<file path="config.mk">
export PLATFORM = sky130hd
export DESIGN_NAME = load_store_unit
export DESIGN_NICKNAME = d
export VERILOG_FILES = /design/src/rtl/lsu_pkg.sv /design/src/rtl/lsu_lane_align.sv /design/src/rtl/load_store_unit.sv
export SDC_FILE = /design/constraint.sdc
export NUM_CORES = 1
export LEC_CHECK = 0
export BUFFER_PORTS_ARGS = -buffer_cell sky130_fd_sc_hd__clkbuf_2
export CORE_MARGIN = 2
export CORE_UTILIZATION = 52
export DETAILED_ROUTE_END_ITERATION = 7
export PLACE_DENSITY = 0.8
export SYNTH_ARGS = -nofsm -noshare
export SYNTH_HDL_FRONTEND = slang
export SYNTH_SLANG_ARGS = --single-unit
</file>
<file path="constraint.sdc">
create_clock -name clk -period 5.1 [get_ports clk]
set_input_delay 0.765 -clock clk [delete_from_list [all_inputs] [get_ports clk]]
set_output_delay 0.765 -clock clk [all_outputs]
set_load 0.005 [all_outputs]
</file>
<file path="src/rtl/lsu_pkg.sv">
// lsu_pkg: shared definitions for the load/store unit.
//   - access size encodings (byte / half / word; 2'b11 is handled as word)
//   - FSM state enum
//   - is_misaligned(): natural-alignment check for an access size and offset
package lsu_pkg;

    localparam logic [1:0] SZ_BYTE = 2'b00;
    localparam logic [1:0] SZ_HALF = 2'b01;
    localparam logic [1:0] SZ_WORD = 2'b10;

    typedef enum logic [1:0] {
        IDLE = 2'd0,
        RD   = 2'd1,
        WR   = 2'd2,
        DONE = 2'd3
    } lsu_state_t;

    // size is expected already normalised (reserved 2'b11 folded to word)
    function automatic logic is_misaligned(input logic [1:0] size, input logic [1:0] off);
        case (size)
            SZ_BYTE: return 1'b0;
            SZ_HALF: return off[0];
            default: return off != 2'b00;
        endcase
    endfunction

endpackage

</file>
<file path="src/rtl/lsu_lane_align.sv">
// lsu_lane_align: combinational little-endian lane logic, used by both the
// load path and the sub-word store read-modify-write path.
//   extract: ext_word/ext_off/ext_size/ext_unsigned -> ext_data
//            (byte/half lane pulled out, sign- or zero-extended; word passes)
//   merge:   mrg_old/mrg_new/mrg_off/mrg_size -> mrg_word
//            (low byte/half of mrg_new dropped into its lane of mrg_old)
// Offsets are expected pre-aligned for the size (half uses off[1] only).
module lsu_lane_align
    import lsu_pkg::*;
(
    input  logic [31:0] ext_word,
    input  logic [1:0]  ext_off,
    input  logic [1:0]  ext_size,
    input  logic        ext_unsigned,
    output logic [31:0] ext_data,
    input  logic [31:0] mrg_old,
    input  logic [31:0] mrg_new,
    input  logic [1:0]  mrg_off,
    input  logic [1:0]  mrg_size,
    output logic [31:0] mrg_word
);

    logic [7:0]  ext_b;
    logic [15:0] ext_h;

    assign ext_b = ext_word[{ext_off, 3'b000} +: 8];
    assign ext_h = ext_word[{ext_off[1], 4'b0000} +: 16];

    always_comb begin
        case (ext_size)
            SZ_BYTE: ext_data = {{24{ext_b[7] & ~ext_unsigned}}, ext_b};
            SZ_HALF: ext_data = {{16{ext_h[15] & ~ext_unsigned}}, ext_h};
            default: ext_data = ext_word;
        endcase
    end

    always_comb begin
        mrg_word = mrg_old;
        case (mrg_size)
            SZ_BYTE: mrg_word[{mrg_off, 3'b000} +: 8]     = mrg_new[7:0];
            SZ_HALF: mrg_word[{mrg_off[1], 4'b0000} +: 16] = mrg_new[15:0];
            default: mrg_word = mrg_new;
        endcase
    end

endmodule

</file>
<file path="src/rtl/load_store_unit.sv">
// load_store_unit: core-side initiator for a word-organised data memory.
//   Core side : req_valid/req_ready handshake, req_write, req_size,
//               req_unsigned, req_addr, req_wdata; resp_valid pulse with
//               resp_rdata (extended load data, 0 for stores).
//   Memory    : mem_addr (word aligned), mem_wdata, mem_write, mem_rdata
//               (combinational read of mem_addr).
// Flow: load IDLE->RD->DONE, word store IDLE->WR->DONE, sub-word store
// IDLE->RD->WR->DONE (read-modify-write).
// Optional macro LSU_MISALIGN_TRAP_EN: adds output misalign; misaligned
// requests skip memory and complete at once with misalign=1, rdata=0.
// Without it the offending low address bits are dropped and the access
// proceeds aligned.
module load_store_unit
    import lsu_pkg::*;
#(
    parameter int ADDR_W = 32,
    parameter int DATA_W = 32
) (
    input  logic              clk,
    input  logic              rst,
    input  logic              req_valid,
    output logic              req_ready,
    input  logic              req_write,
    input  logic [1:0]        req_size,
    input  logic              req_unsigned,
    input  logic [ADDR_W-1:0] req_addr,
    input  logic [DATA_W-1:0] req_wdata,
    output logic              resp_valid,
    output logic [DATA_W-1:0] resp_rdata,
    output logic [ADDR_W-1:0] mem_addr,
    output logic [DATA_W-1:0] mem_wdata,
    output logic              mem_write,
    input  logic [DATA_W-1:0] mem_rdata
`ifdef LSU_MISALIGN_TRAP_EN
    ,
    output logic              misalign
`endif
);

    lsu_state_t        state;
    logic              c_write;
    logic              c_uns;
    logic [1:0]        c_size;
    logic [1:0]        c_off;
    logic [DATA_W-1:0] c_wdata;

    logic [1:0]        n_size;
    logic [1:0]        n_off;
    logic              trap;
    logic [DATA_W-1:0] ext_data;
    logic [DATA_W-1:0] mrg_word;

    // Outputs are decodes of the state register, so mem_write and
    // resp_valid fall as soon as the async reset hits the state.
    assign req_ready  = (state == IDLE);
    assign resp_valid = (state == DONE);
    assign mem_write  = (state == WR);

    assign n_size = (req_size == 2'b11) ? SZ_WORD : req_size;

    // Lane offset with disallowed low bits already cleared, so the
    // untrapped misaligned case simply behaves as the aligned access.
    always_comb begin
        case (n_size)
            SZ_BYTE: n_off = req_addr[1:0];
            SZ_HALF: n_off = {req_addr[1], 1'b0};
            default: n_off = 2'b00;
        endcase
    end

`ifdef LSU_MISALIGN_TRAP_EN
    assign trap = is_misaligned(n_size, req_addr[1:0]);
`else
    assign trap = 1'b0;
`endif

    lsu_lane_align u_align (
        .ext_word     (mem_rdata),
        .ext_off      (c_off),
        .ext_size     (c_size),
        .ext_unsigned (c_uns),
        .ext_data     (ext_data),
        .mrg_old      (mem_rdata),
        .mrg_new      (c_wdata),
        .mrg_off      (c_off),
        .mrg_size     (c_size),
        .mrg_word     (mrg_word)
    );

    always_ff @(posedge clk or posedge rst) begin
        if (rst) begin
            state      <= IDLE;
            c_write    <= 1'b0;
            c_uns      <= 1'b0;
            c_size     <= SZ_BYTE;
            c_off      <= 2'b00;
            c_wdata    <= '0;
            mem_addr   <= '0;
            mem_wdata  <= '0;
            resp_rdata <= '0;
        end else begin
            case (state)
                IDLE: begin
                    if (req_valid) begin
                        c_write <= req_write;
                        c_uns   <= req_unsigned;
                        c_size  <= n_size;
                        c_off   <= n_off;
                        c_wdata <= req_wdata;
                        if (trap) begin
                            resp_rdata <= '0;
                            state      <= DONE;
                        end else begin
                            mem_addr <= {req_addr[ADDR_W-1:2], 2'b00};
                            if (req_write && n_size == SZ_WORD) begin
                                mem_wdata <= req_wdata;
                                state     <= WR;
                            end else begin
                                state <= RD;
                            end
                        end
                    end
                end
                RD: begin
                    if (c_write) begin
                        mem_wdata <= mrg_word;
                        state     <= WR;
                    end else begin
                        resp_rdata <= ext_data;
                        state      <= DONE;
                    end
                end
                WR: begin
                    resp_rdata <= '0;
                    state      <= DONE;
                end
                DONE: state <= IDLE;
            endcase
        end
    end

`ifdef LSU_MISALIGN_TRAP_EN
    // Raised at accept for a trapped request, visible only in DONE.
    always_ff @(posedge clk or posedge rst) begin
        if (rst)
            misalign <= 1'b0;
        else if (state == IDLE && req_valid)
            misalign <= trap;
        else if (state == DONE)
            misalign <= 1'b0;
    end
`endif

endmodule

</file>
# After elaboration in Yosys (flattened, before gate mapping)

Cells that the tools add are included.

Output and inout port bits: 99
Register bits after elaboration: 134

Multiplexer cells: 16
Shift-type cells: 6
Equal/unequal tests: 11
Reduce and logical (&&, ||, !) cells: 9
Bitwise logic cells: 3
Add/sub/neg operators: 2

Operators with widths:

| kind                                                                     | number |
|---|---|
| 32-bit case mux with 2 select lines                                      | 4 |
| 32-bit two-way mux                                                       | 4 |
| 32-bit bitwise mux                                                       | 2 |
| 16-bit by 7-bit variable shift with 32-bit output (first input constant) | 1 |
| 8-bit by 7-bit variable shift with 32-bit output (first input constant)  | 1 |
| 16-bit by 7-bit indexed part select with 32-bit output                   | 1 |
| 32-bit by 6-bit indexed part select with 16-bit output                   | 1 |
| 32-bit by 6-bit indexed part select with 8-bit output                    | 1 |
| 8-bit by 7-bit indexed part select with 32-bit output                    | 1 |
| 5-bit negator with 7-bit output                                          | 2 |
| 2-bit equality test (second input constant)                              | 4 |
| 2-bit case mux with 4 select lines                                       | 1 |
| 2-bit by 1-bit equality test with 1-bit output (second input constant)   | 3 |
| 2-bit zero test                                                          | 3 |
| 2-bit two-way mux                                                        | 3 |
| 2-bit inequality test (second input constant)                            | 3 |
| 2-bit case mux with 2 select lines                                       | 1 |
| 2-bit AND reduction                                                      | 2 |
| 4-bit AND reduction                                                      | 1 |
| 2-bit nonzero test                                                       | 2 |
| 1-bit AND                                                                | 2 |
| 2-bit by 1-bit inequality test with 1-bit output (second input constant) | 1 |
| 1-bit logical AND                                                        | 1 |
| 1-bit two-way mux                                                        | 1 |
| 1-bit inverter                                                           | 1 |

# Longest topological paths before layout

Word-level depth: 7
Gate-level depth with buffers: 9

# Modules after synthesis

Synthesis repeated with hierarchy kept, for this count alone.

Cell total of the unflattened synthesis: 608
Area, all modules: 7,071.8 sq um

By module, submodules not included:

| module          | area each (sq um) | cells an instance | times used |
|---|---|---|---|
| load_store_unit | 5,476.5           | 347               | 1 |
| lsu_lane_align  | 1,595.3           | 261               | 1 |

# Worst setup path before layout

No wires, ideal clock.

Path kind: reg-to-reg
Start: register c_off[1]
End: register mem_wdata[16]
Required time: 4.972 ns
Period minus slack after synthesis: 1.931 ns
Path slack: 3.169 ns
Arrival: 1.803 ns
Setup time: 0.128 ns
Path buffers: 1
Stages on the path, launching flop included: 8
Cell sequence: dfrtp_1 buf_6 inv_1 ha_1 nor3b_4 a32o_1 a221oi_1 o21ai_1

Cells in the longest elaborated chain, start to end: 6
Elaborated cells between the ends (all ways): 11

Ends and longest elaborated chain:

| what                                                                                 | RTL line                                   | source |
|---|---|---|
| start, declared                                                                      | load_store_unit.sv:44                      | `logic [1:0] c_off;` |
| start signal, assigned                                                               | load_store_unit.sv:108                     | `c_off <= n_off;` |
| 5-bit negator with 7-bit output (on tied branches)                                   | lsu_lane_align.sv:41, lsu_lane_align.sv:40 |  |
| 16-bit by 7-bit indexed part select with 32-bit output, or another cell as far along | lsu_lane_align.sv:41                       | `SZ_HALF: mrg_word[{mrg_off[1], 4'b0000} +: 16] = mrg_new[15:0];` |
| 32-bit bitwise mux (on tied branches)                                                | lsu_lane_align.sv:41, lsu_lane_align.sv:40 |  |
| 32-bit case mux with 2 select lines *                                                | lsu_lane_align.sv:39                       | `case (mrg_size)` |
| 32-bit two-way mux *                                                                 | load_store_unit.sv:125                     | `if (c_write) begin` |
| 32-bit case mux with 2 select lines *                                                | load_store_unit.sv:102                     | `case (state)` |
| end signal, assigned                                                                 | load_store_unit.sv:116                     | `mem_wdata <= req_wdata;` |
| end signal, assigned                                                                 | load_store_unit.sv:126                     | `mem_wdata <= mrg_word;` |
| end, declared                                                                        | load_store_unit.sv:31                      | `output logic [DATA_W-1:0] mem_wdata,` |

Every way passes the cells marked *; elsewhere a longest branch is shown, timed or not. The select of a mux whose other input is x is not followed.
A chain may end at the register's enable or synchronous reset.

# Worst setup path in the final report

Start: register c_size[1]
End: register resp_rdata[26]

Cells in the longest elaborated chain, start to end: 4
Elaborated cells between the ends (all ways): 5

Ends and longest elaborated chain:

| what                                                                              | RTL line               | source |
|---|---|---|
| start, declared                                                                   | load_store_unit.sv:43  | `logic [1:0] c_size;` |
| start signal, assigned                                                            | load_store_unit.sv:107 | `c_size <= n_size;` |
| 2-bit by 1-bit equality test with 1-bit output or 2-bit zero test (tied branches) | lsu_lane_align.sv:30   | `case (ext_size)` |
| 32-bit case mux with 2 select lines *                                             | lsu_lane_align.sv:30   |  |
| 32-bit two-way mux *                                                              | load_store_unit.sv:125 |  |
| 32-bit case mux with 2 select lines *                                             | load_store_unit.sv:102 |  |
| end signal, assigned                                                              | load_store_unit.sv:129 | `resp_rdata <= ext_data;` |
| end, declared                                                                     | load_store_unit.sv:29  | `output logic [DATA_W-1:0] resp_rdata,` |

Marks and branches as above.

==> impl_metrics.tcl <==
set metrics [dict create \
    cp.required_ps 5450 \
    io_buffer_count 199 \
    core-area_mm2 0.01262 \
    area_delta_synth_final_pct 24.20 \
    antenna_cells 0 \
    arrival_ps 3180 \
    clock_latency_ps 420 \
    synth_cell_types 57 \
    cts_buffers 17 \
    hold_viol 0 \
    pre_cts_ws_ps 2411 \
    ys_async_sr_fraction 1.000 \
    cts_root_buf "clkbuf_16" \
    dp_hpwl_um 14440 \
    tns_ps 0 \
    io_pins 202 \
    drc 0 \
    rsz0062_at_grt "no" \
    post-route-util 0.6635 \
    grt_max_degree 60 \
    synth_largest_area_cell "dfrtp_1" \
    layout.cells.non_filler 961 \
    track_usage 0.2954 \
    synth_top_area_share 0.4974 \
    synth_edf_count 0 \
    synth_top_flop_cell "dfrtp_1" \
    cts_buffer_depth 2 \
    yosys-top-cells-area "dfrtp_1 (50%), mux2_2 (11%), a221o_1 (4.5%)" \
    routed_wl_um 20010 \
    cts_tree "yes" \
    cts_sinks 134 \
    status "finished clean" \
    cp_max_fo 23 \
    clock.fmax_mhz 353.8 \
    synth_seq_cells 134 \
    fin_skew_ps 8.150 \
    crit_path_start_kind "register" \
    netlist_area_mm2 0.006741 \
    placed_cells 929 \
    power_density_mw_per_mm2 671.7 \
    multi_input_area_mm2 0.003110 \
    worst_slack_ps 2273 \
    setup_viol 0 \
    critical_path_class "reg -> reg" \
    ir_drop_uv 434.9 \
    grt_pass1_vias 5950 \
    grt_pass1_wl_um 31970 \
    drive_gt1_frac 0.4119 \
    synth.most_common_cell "dfrtp_1" \
    fp-row-count 41 \
    cts_hold_buf 0 \
    cts_setup_buffers 0 \
    tightest_slew_ps 1223 \
    maxCapViolations 0 \
    gp_congestion 0.9388 \
    leakagePower_nw 3.930 \
    min_path_type "in -> async" \
    die-area_mm2 0.01389 \
    slew_viol_final 0 \
    relSlewSlack 0.1813 \
    ant_nets 0 \
    num_vias 5860 \
    routed_via_density 6.098 \
    initial_utilization 0.5342 \
    ys_seq_area_frac 0.4974 \
    cts-resized-gates 0 \
    syn_area_per_cell_um2 11.27 \
    wl_per_cell_um 20.82 \
    fin_crit_sh 0.5542 \
    die_y_um 117.9 \
    grt_overflow_total 0 \
    syn_inst 598 \
    min_period_ps 2827 \
    yosys_warnings 0 \
    first_pass_iters 6 \
    synth_common_cells "dfrtp_1 (134), nand2_1 (70), mux2_2 (66)" \
    regArea_mm2 0.003353 \
    antenna_found_initial 0 \
    critPathCaptureType "register" \
    fin_nets 888 \
    drtIter0Drc 474 \
    fillers 1009 \
    die_w_um 117.9 \
    clk_pin_slew_ps 60 \
    ctsHtreeMaxLevel 4 \
]
==> registers in the layout, summed over array words and instances, names as in the netlist <==
register    flops
mem_wdata      32
c_write         1
mem_addr       30
c_wdata        32
c_size          2
resp_rdata     32
c_off           2
c_uns           1
state           2
==> logic make-up after synthesis <==
family,count (synthesis),share of synthesized area
mux,84,0.1440
simple gates,110,0.08371
flops,134,0.4974
compound gates,201,0.2138
other cells,1,0.0005563
buf+inv,59,0.04380
fa+ha+maj,9,0.01670
==> layout make-up <==
class,instances,share of cell area
Clock buffer,25,0.06037
Tap cell,172,0.02570
Clock inverter,7,0.01106
Sequential cell,134,0.4005
Timing Repair Buffer,207,0.1261
Multi-Input combinational cell,406,0.3715
Inverter,10,0.004782
==> routing by layer <==
layer	track usage	vias to the layer above	part of all wire
li1	-	2608	-
met1	0.3798	2875	0.41
met2	0.4451	326	0.46
met3	0.1032	51	0.099
met4	0.1453	0	0.032
met5	0	-	0
==> cells in the final DEF, fill, tap and decap left out, types with 3 or more instances in the layout <==
cell | netlist | routed
clkbuf_1 | 20 | 3
nor3_1 | 4 | 4
a21oi_1 | 16 | 15
a22o_1 | 9 | 9
a41oi_1 | 3 | 3
nand2b_1 | 4 | 4
clkinvlp_4 | 0 | 3
nor2_1 | 5 | 5
clkbuf_8 | 0 | 5
mux2_2 | 66 | 66
buf_4 | 3 | 8
or3_1 | 5 | 5
inv_1 | 9 | 8
dfrtp_1 | 134 | 134
nand4_1 | 5 | 5
o221ai_1 | 3 | 3
nand2_1 | 70 | 69
a221o_1 | 30 | 30
clkbuf_2 | 1 | 199
a221oi_1 | 24 | 24
o21ai_0 | 51 | 51
o21ai_1 | 37 | 37
nor3b_1 | 4 | 4
mux2i_1 | 13 | 13
ha_1 | 9 | 9
o2111a_1 | 5 | 5
clkbuf_16 | 0 | 17
o21a_1 | 7 | 7
==> critical path: stages, from the launching register on <==
cell     delay (ps)
dfrtp_1         900
inv_1           480
nor2_1         1050
a221o_1         320
==> report_power, final <==
| part | internal, mW | total (mW) | switching [mW] |
|---|---|---|---|
| registers | 1.56 | 1.98 | 0.421 |
| clock network | 0.783 | 1.23 | 0.446 |
| logic | 1.10 | 2.41 | 1.32 |
| total | 3.44 | 5.62 | 2.19 |
==> final timing paths <==
check | from | end | slack, ps | cells past startpoint
setup / recovery | c_size[1]$_DFFE_PP0P_ | resp_rdata[26]$_DFFE_PP0P_ | 2270 | 3
hold / removal | rst | mem_addr[12]$_DFFE_PP0P_ | 320 | 2
setup reg to reg | c_size[1]$_DFFE_PP0P_ | resp_rdata[26]$_DFFE_PP0P_ | 2270 | 3
hold reg to reg | mem_wdata[23]$_DFFE_PP0P_ | mem_wdata[23]$_DFFE_PP0P_ | 490 | 2
max in group asynchronous | rst | c_wdata[5]$_DFFE_PP0P_ | 3720 | 3
min in group clk | mem_wdata[23]$_DFFE_PP0P_ | mem_wdata[23]$_DFFE_PP0P_ | 490 | 2
==> per-stage QoR <==
stage	cell area [um^2]	hold slack [ps]	power, mW
detailed placement	7775	479.5	4.380
finish	8373	323.9	5.624
global route	8373	351.7	5.998
CTS	8373	324.3	5.627
floorplan	6745	473.3	3.562
global placement	7775	475.9	4.279
No activity file was read; power rests on OpenSTA's default activity.
